**src/rtl/shift_pkg.sv**
```systemverilog
// Shared constants, FSM state type and pass-amount helper for the
// barrel-shift sequencer slice.
//   WIDTH    : data width of the operand and result
//   SAMT_W   : amount width accepted by the combinational shifter
//   AMT_W    : amount width accepted by the sequencer (total shift)
//   MAX_PASS : largest amount a single shifter pass can apply
package shift_pkg;

  localparam int WIDTH    = 64;
  localparam int SAMT_W   = 5;
  localparam int AMT_W    = 6;
  localparam int MAX_PASS = (1 << SAMT_W) - 1;

  typedef enum logic [1:0] {
    IDLE  = 2'd0,
    SHIFT = 2'd1,
    DONE  = 2'd2
  } state_e;

  // Amount applied in the next pass: min(rem, MAX_PASS).
  function automatic logic [SAMT_W-1:0] pass_amt(input logic [AMT_W-1:0] rem);
    if (int'(rem) > MAX_PASS) return SAMT_W'(MAX_PASS);
    else                      return rem[SAMT_W-1:0];
  endfunction

endpackage

```
**src/rtl/shift_ovf_detect.sv**
```systemverilog
// Combinational overflow detector for one arithmetic-left pass.
// Ports:
//   work : value about to be shifted
//   s    : amount of this pass (0 means nothing is lost)
//   lost : high when any of the s bits just below the sign bit, which
//          fall off the top during this pass, differs from the sign bit
module shift_ovf_detect
  import shift_pkg::*;
(
  input  logic [WIDTH-1:0]  work,
  input  logic [SAMT_W-1:0] s,
  output logic              lost
);

  localparam logic [WIDTH-1:0] ONE = WIDTH'(1);

  logic [WIDTH-1:0] ones_s;
  logic [WIDTH-1:0] mask;
  logic [WIDTH-1:0] diff;

  // s ones, moved up so they cover bits [WIDTH-2 : WIDTH-1-s].
  assign ones_s = (ONE << s) - ONE;
  assign mask   = ones_s << (WIDTH - 1 - int'(s));
  assign diff   = work ^ {WIDTH{work[WIDTH-1]}};
  assign lost   = |(diff & mask);

endmodule

```
**src/rtl/barrel_shift_sequencer.sv**
```systemverilog
// Issue/sequencing stage for a 64-bit combinational arithmetic-left
// barrel shifter that handles at most MAX_PASS per pass. A request with
// a total amount of 0..63 is split into passes of up to MAX_PASS,
// each result fed back into a working register, with a sticky overflow.
// Ports:
//   clk, rst             : clock (rising edge), async active-high reset
//   in_valid/in_ready    : request handshake, D_in operand, amt total shift
//   sh_D_in/sh_samt      : drive the external shifter
//   sh_D_out             : shifter result (combinational, same cycle)
//   out_valid/out_ready  : result handshake, D_out result, ovf overflow
module barrel_shift_sequencer
  import shift_pkg::*;
(
  input  logic              clk,
  input  logic              rst,
  input  logic              in_valid,
  output logic              in_ready,
  input  logic [WIDTH-1:0]  D_in,
  input  logic [AMT_W-1:0]  amt,
  output logic [WIDTH-1:0]  sh_D_in,
  output logic [SAMT_W-1:0] sh_samt,
  input  logic [WIDTH-1:0]  sh_D_out,
  output logic              out_valid,
  input  logic              out_ready,
  output logic [WIDTH-1:0]  D_out,
  output logic              ovf
);

  state_e             state;
  logic [WIDTH-1:0]   work;
  logic [AMT_W-1:0]   rem;
  logic               ovf_r;

  logic [SAMT_W-1:0]  s;
  logic [AMT_W-1:0]   rem_next;
  logic               lost;
  logic               accept;

  // Pass amount is forced to 0 outside SHIFT so the shifter and the
  // overflow detector see a neutral amount while idle or holding a result.
  assign s        = (state == SHIFT) ? pass_amt(rem) : '0;
  assign rem_next = rem - AMT_W'(s);

  assign sh_D_in  = work;
  assign sh_samt  = s;

  // In DONE a new request may only enter in the cycle the result leaves.
  assign in_ready  = (state == IDLE) || ((state == DONE) && out_ready);
  assign accept    = in_valid && in_ready;

  // All result outputs come straight from registers, so they are glitch-free.
  assign out_valid = (state == DONE);
  assign D_out     = work;
  assign ovf       = ovf_r;

  shift_ovf_detect u_ovf_detect (
    .work (work),
    .s    (s),
    .lost (lost)
  );

  // NOTE: state registers use non-blocking assignments so every register
  // samples the pre-edge values of the others, independent of statement order.
  always_ff @(posedge clk or posedge rst) begin
    if (rst) begin
      state <= IDLE;
      work  <= '0;
      rem   <= '0;
      ovf_r <= 1'b0;
    end else begin
      case (state)
        IDLE: begin
          if (accept) begin
            work  <= D_in;
            rem   <= amt;
            ovf_r <= 1'b0;
            state <= SHIFT;
          end
        end
        SHIFT: begin
          work  <= sh_D_out;
          rem   <= rem_next;
          ovf_r <= ovf_r | lost;
          // amt == 0 still spends exactly one pass here with s == 0.
          if (rem_next == '0) state <= DONE;
        end
        DONE: begin
          if (accept) begin
            // Back-to-back: load the next request while the result is taken.
            work  <= D_in;
            rem   <= amt;
            ovf_r <= 1'b0;
            state <= SHIFT;
          end else if (out_ready) begin
            state <= IDLE;
          end
        end
        default: state <= IDLE;
      endcase
    end
  end

endmodule
```
**config.mk**
```make
export PLATFORM = sky130hd
export DESIGN_NAME = barrel_shift_sequencer
export DESIGN_NICKNAME = d
export VERILOG_FILES = /design/src/rtl/shift_pkg.sv /design/src/rtl/shift_ovf_detect.sv /design/src/rtl/barrel_shift_sequencer.sv
export SDC_FILE = /design/constraint.sdc
export NUM_CORES = 1
export LEC_CHECK = 0
export ABC_CLOCK_PERIOD_IN_PS = 4800
export BUFFER_PORTS_ARGS = -buffer_cell sky130_fd_sc_hd__buf_2
export CORE_MARGIN = 4
export CORE_UTILIZATION = 25
export CTS_BUF_LIST = sky130_fd_sc_hd__clkbuf_16
export DETAILED_ROUTE_END_ITERATION = 10
export SYNTH_ARGS = -nofsm -noshare
export SYNTH_HDL_FRONTEND = slang
export SYNTH_SLANG_ARGS = --single-unit
```
**constraint.sdc**
```tcl
create_clock -name clk -period 4.8 [get_ports clk]
set_input_delay 0.48 -clock clk [delete_from_list [all_inputs] [get_ports clk]]
set_output_delay 0.48 -clock clk [all_outputs]
set_load 0.01 [all_outputs]
```
==> run summary <==
largest delay contributor family on the critical path = compound AO/OA/AOI/OAI gates
cell with the most instances after synthesis = o21ai_0
clk_skew = 0.00552 ns
share of the synthesized area in the top cell type = 37.0%
CP bufs+invs = 0
Yosys warnings = 0
Post-Syn Area = 4930 um2
EDFF count, synth = 0
Tot GR Track Use = 13.9%
Worst-path clk slew = 0.06 ns
Setup Buffers After CTS = 0
Die ar. = 22,000 um2
number of diodes = 0
die height = 148 um
vias = 4,604
worst path cell trace = or3_1, nor3_1, a21oi_1, ha_1, and2_1, o31ai_1, o21ai_0, o22ai_1, a211oi_1, a21oi_1, o31ai_1, o311ai_1
Pins Over Slew Limit = 0
Setup CP Type = flop to flop
endpoints failing setup = 0
synthesized area per cell = 8.73 um2
CP endpoint kind = flop
async set-reset flop share out of synthesis = 100%
fin util = 32.6%
most frequent cells after synthesis = o21ai_0, nand2_1, dfrtp_1, mux2i_1, buf_4
CTS Root Cell = clkbuf_16
DR iter-0 viols = 335
Tcrit/Tclk final = 75.2%
port buffer count = 273
Clock Sinks = 73
Worst Tran Pin Value = 0.808 ns
io pins = 274
H-tree lvl count = 3
switching fraction of total power = 50.1%
initial antenna violation count = 0
slowest library cell on the worst path = dfrtp_1
Peak VDD IR = 0.253 mV
P&R area growth vs syn = 28.8%
WL final = 15,800 um
RSZ-0062 raised after global routing = no
Mapped Nets = 710
Clk network pwr share = 11.9%
Net Switching = 2.60 mW
Top FF cell, synth = dfrtp_1
Period minus WS final = 3.61 ns
DR pass1 iterations = 4
largest cells by area after synthesis = dfrtp_1, mux2i_1, buf_4
largest net degree at the start of global routing = 87
Power per Cell Area = 816 nW/um2
max_slew headroom = 45.8%
Hold Buf Count CTS = 0
sequential share of the synthesized area = 37.0%
maxcap violations = 0
final-report hold violation count = 0
vias in the first global route = 4,455
Reg power frac = 27.9%
first-pass GRT wire length = 24,100 um
layout cells sized above 1 = 39.6%
Max Fclk = 277 MHz
Post-CTS Resized = 0
CP Max Fanout = 21
Vias per Instance = 4.48
Worst EP required = 4.98 ns
final antenna-violating net count = 0
Final GP Congestion = 0.933
DRC errors left = 0
Post-DP HPWL = 12,700 um
CORE AREA = 19,500 um2
Worst-Skew Late Latency = 0.34 ns
GRT overflow = 0
CTS buffer count = 9
deepest clock path buffer count = 2
Yosys reg bits = 73
Post-Syn Instances = 565
worst hold path class = input port to async pin
Comb power frac = 60.2%
CTS tree = built
cell internal pwr = 2.59 mW
initial cell density of the core = 25.3%
outcome = complete, no violations
Synth cell types = 54
largest area contributor in the netlist = dfrtp_1
crit start category = flop
Largest stage delay, worst path = 0.59 ns
DIE WIDTH = 148 um
final net count = 902
TNS Setup = 0 ns
Worst Path Arrival = 3.79 ns
# rows = 51
Pleak = 3.31 nW
DR WL/cell = 15.4 um
==> cell usage in the layout, fill, tap and decap left out, types with 7 or more instances in the layout <==
master       n
mux2i_1     68
a21oi_1     15
nor4_1       7
buf_2      273
nor2_1      20
xor2_1       9
inv_1       14
nand2_1     74
a211oi_1     8
dfrtp_1     72
o21ai_0     84
buf_4        7
clkbuf_16    9
==> worst reg2reg max path, delay by kind of cell, from the launching register on <==
| kind | cells | cell delay [ns] |
|---|---|---|
| AOI/OAI and AO/OA | 8 | 1.62 |
| adders and majority gates | 1 | 0.41 |
| DFF | 1 | 0.59 |
| and+or+nand+nor | 3 | 0.83 |
==> worst paths after layout <==
kind,startpoint,end,slack (ns),cells after the start
max in group asynchronous,rst,state[0],3.62,3
max reg2reg,rem[5],ovf,1.19,12
min in group clk,D_in[31],D_out[31],0.42,3
min reg2reg,D_out[22],D_out[22],0.49,2
min,rst,D_out[24],0.23,2
max,rem[5],ovf,1.19,12
==> cell families after synthesis <==
logic type | Yosys count | synth area share, %
buffers and inverters | 115 | 13.7
AND/OR/NAND/NOR | 137 | 12.5
multiplexers | 69 | 14.0
flip-flops | 73 | 37.0
AO/OA/AOI/OAI | 149 | 18.1
XOR/XNOR | 15 | 2.66
adder cells (fa/ha/maj) | 7 | 1.93
==> layout make-up <==
| cell class | count | area [um2] |
|---|---|---|
| fillers | 2067 | 13100 |
| multi-input cells | 377 | 2440 |
| flip-flops and latches | 73 | 1830 |
| repair buffers | 280 | 1420 |
| well taps | 265 | 332 |
| clock buffers | 9 | 225 |
| inverters | 16 | 61.3 |
| clock inverters | 7 | 46.3 |
==> routing by layer <==
layer	routed length [um]	track usage [%]
met1	6490	17.3
met2	7990	24.2
met3	1070	2.96
met4	257	3.93
met5	0	0
==> flip-flops by register name, summed over array words and instances (netlist names) <==
register	cells
D_out	64
state	2
rem	6
ovf	1
==> through the flow <==
step,area [um2],worst slack [ns],hold slack [ns],power (mW),instances
after global placement,6080,1.37,0.484,4.58,1011
after global routing,6350,0.938,0.289,5.68,1027
after floorplan,4930,1.59,0.512,3.76,565
after CTS,6350,1.26,0.250,5.26,1027
after detailed placement,6080,1.27,0.493,4.62,1011
final,6350,1.19,0.235,5.19,1027
==> power groups by stage <==
| stage | combinational, mW | clock [mW] | sequential, mW |
|---|---|---|---|
| detailed placement | 3.15 | 0 | 1.47 |
| global placement | 3.12 | 0 | 1.46 |
| CTS | 3.15 | 0.642 | 1.47 |
| global route | 3.48 | 0.671 | 1.52 |
| floorplan | 2.39 | 0 | 1.37 |
| finish | 3.12 | 0.619 | 1.45 |
No activity file was read; power rests on OpenSTA's default activity.
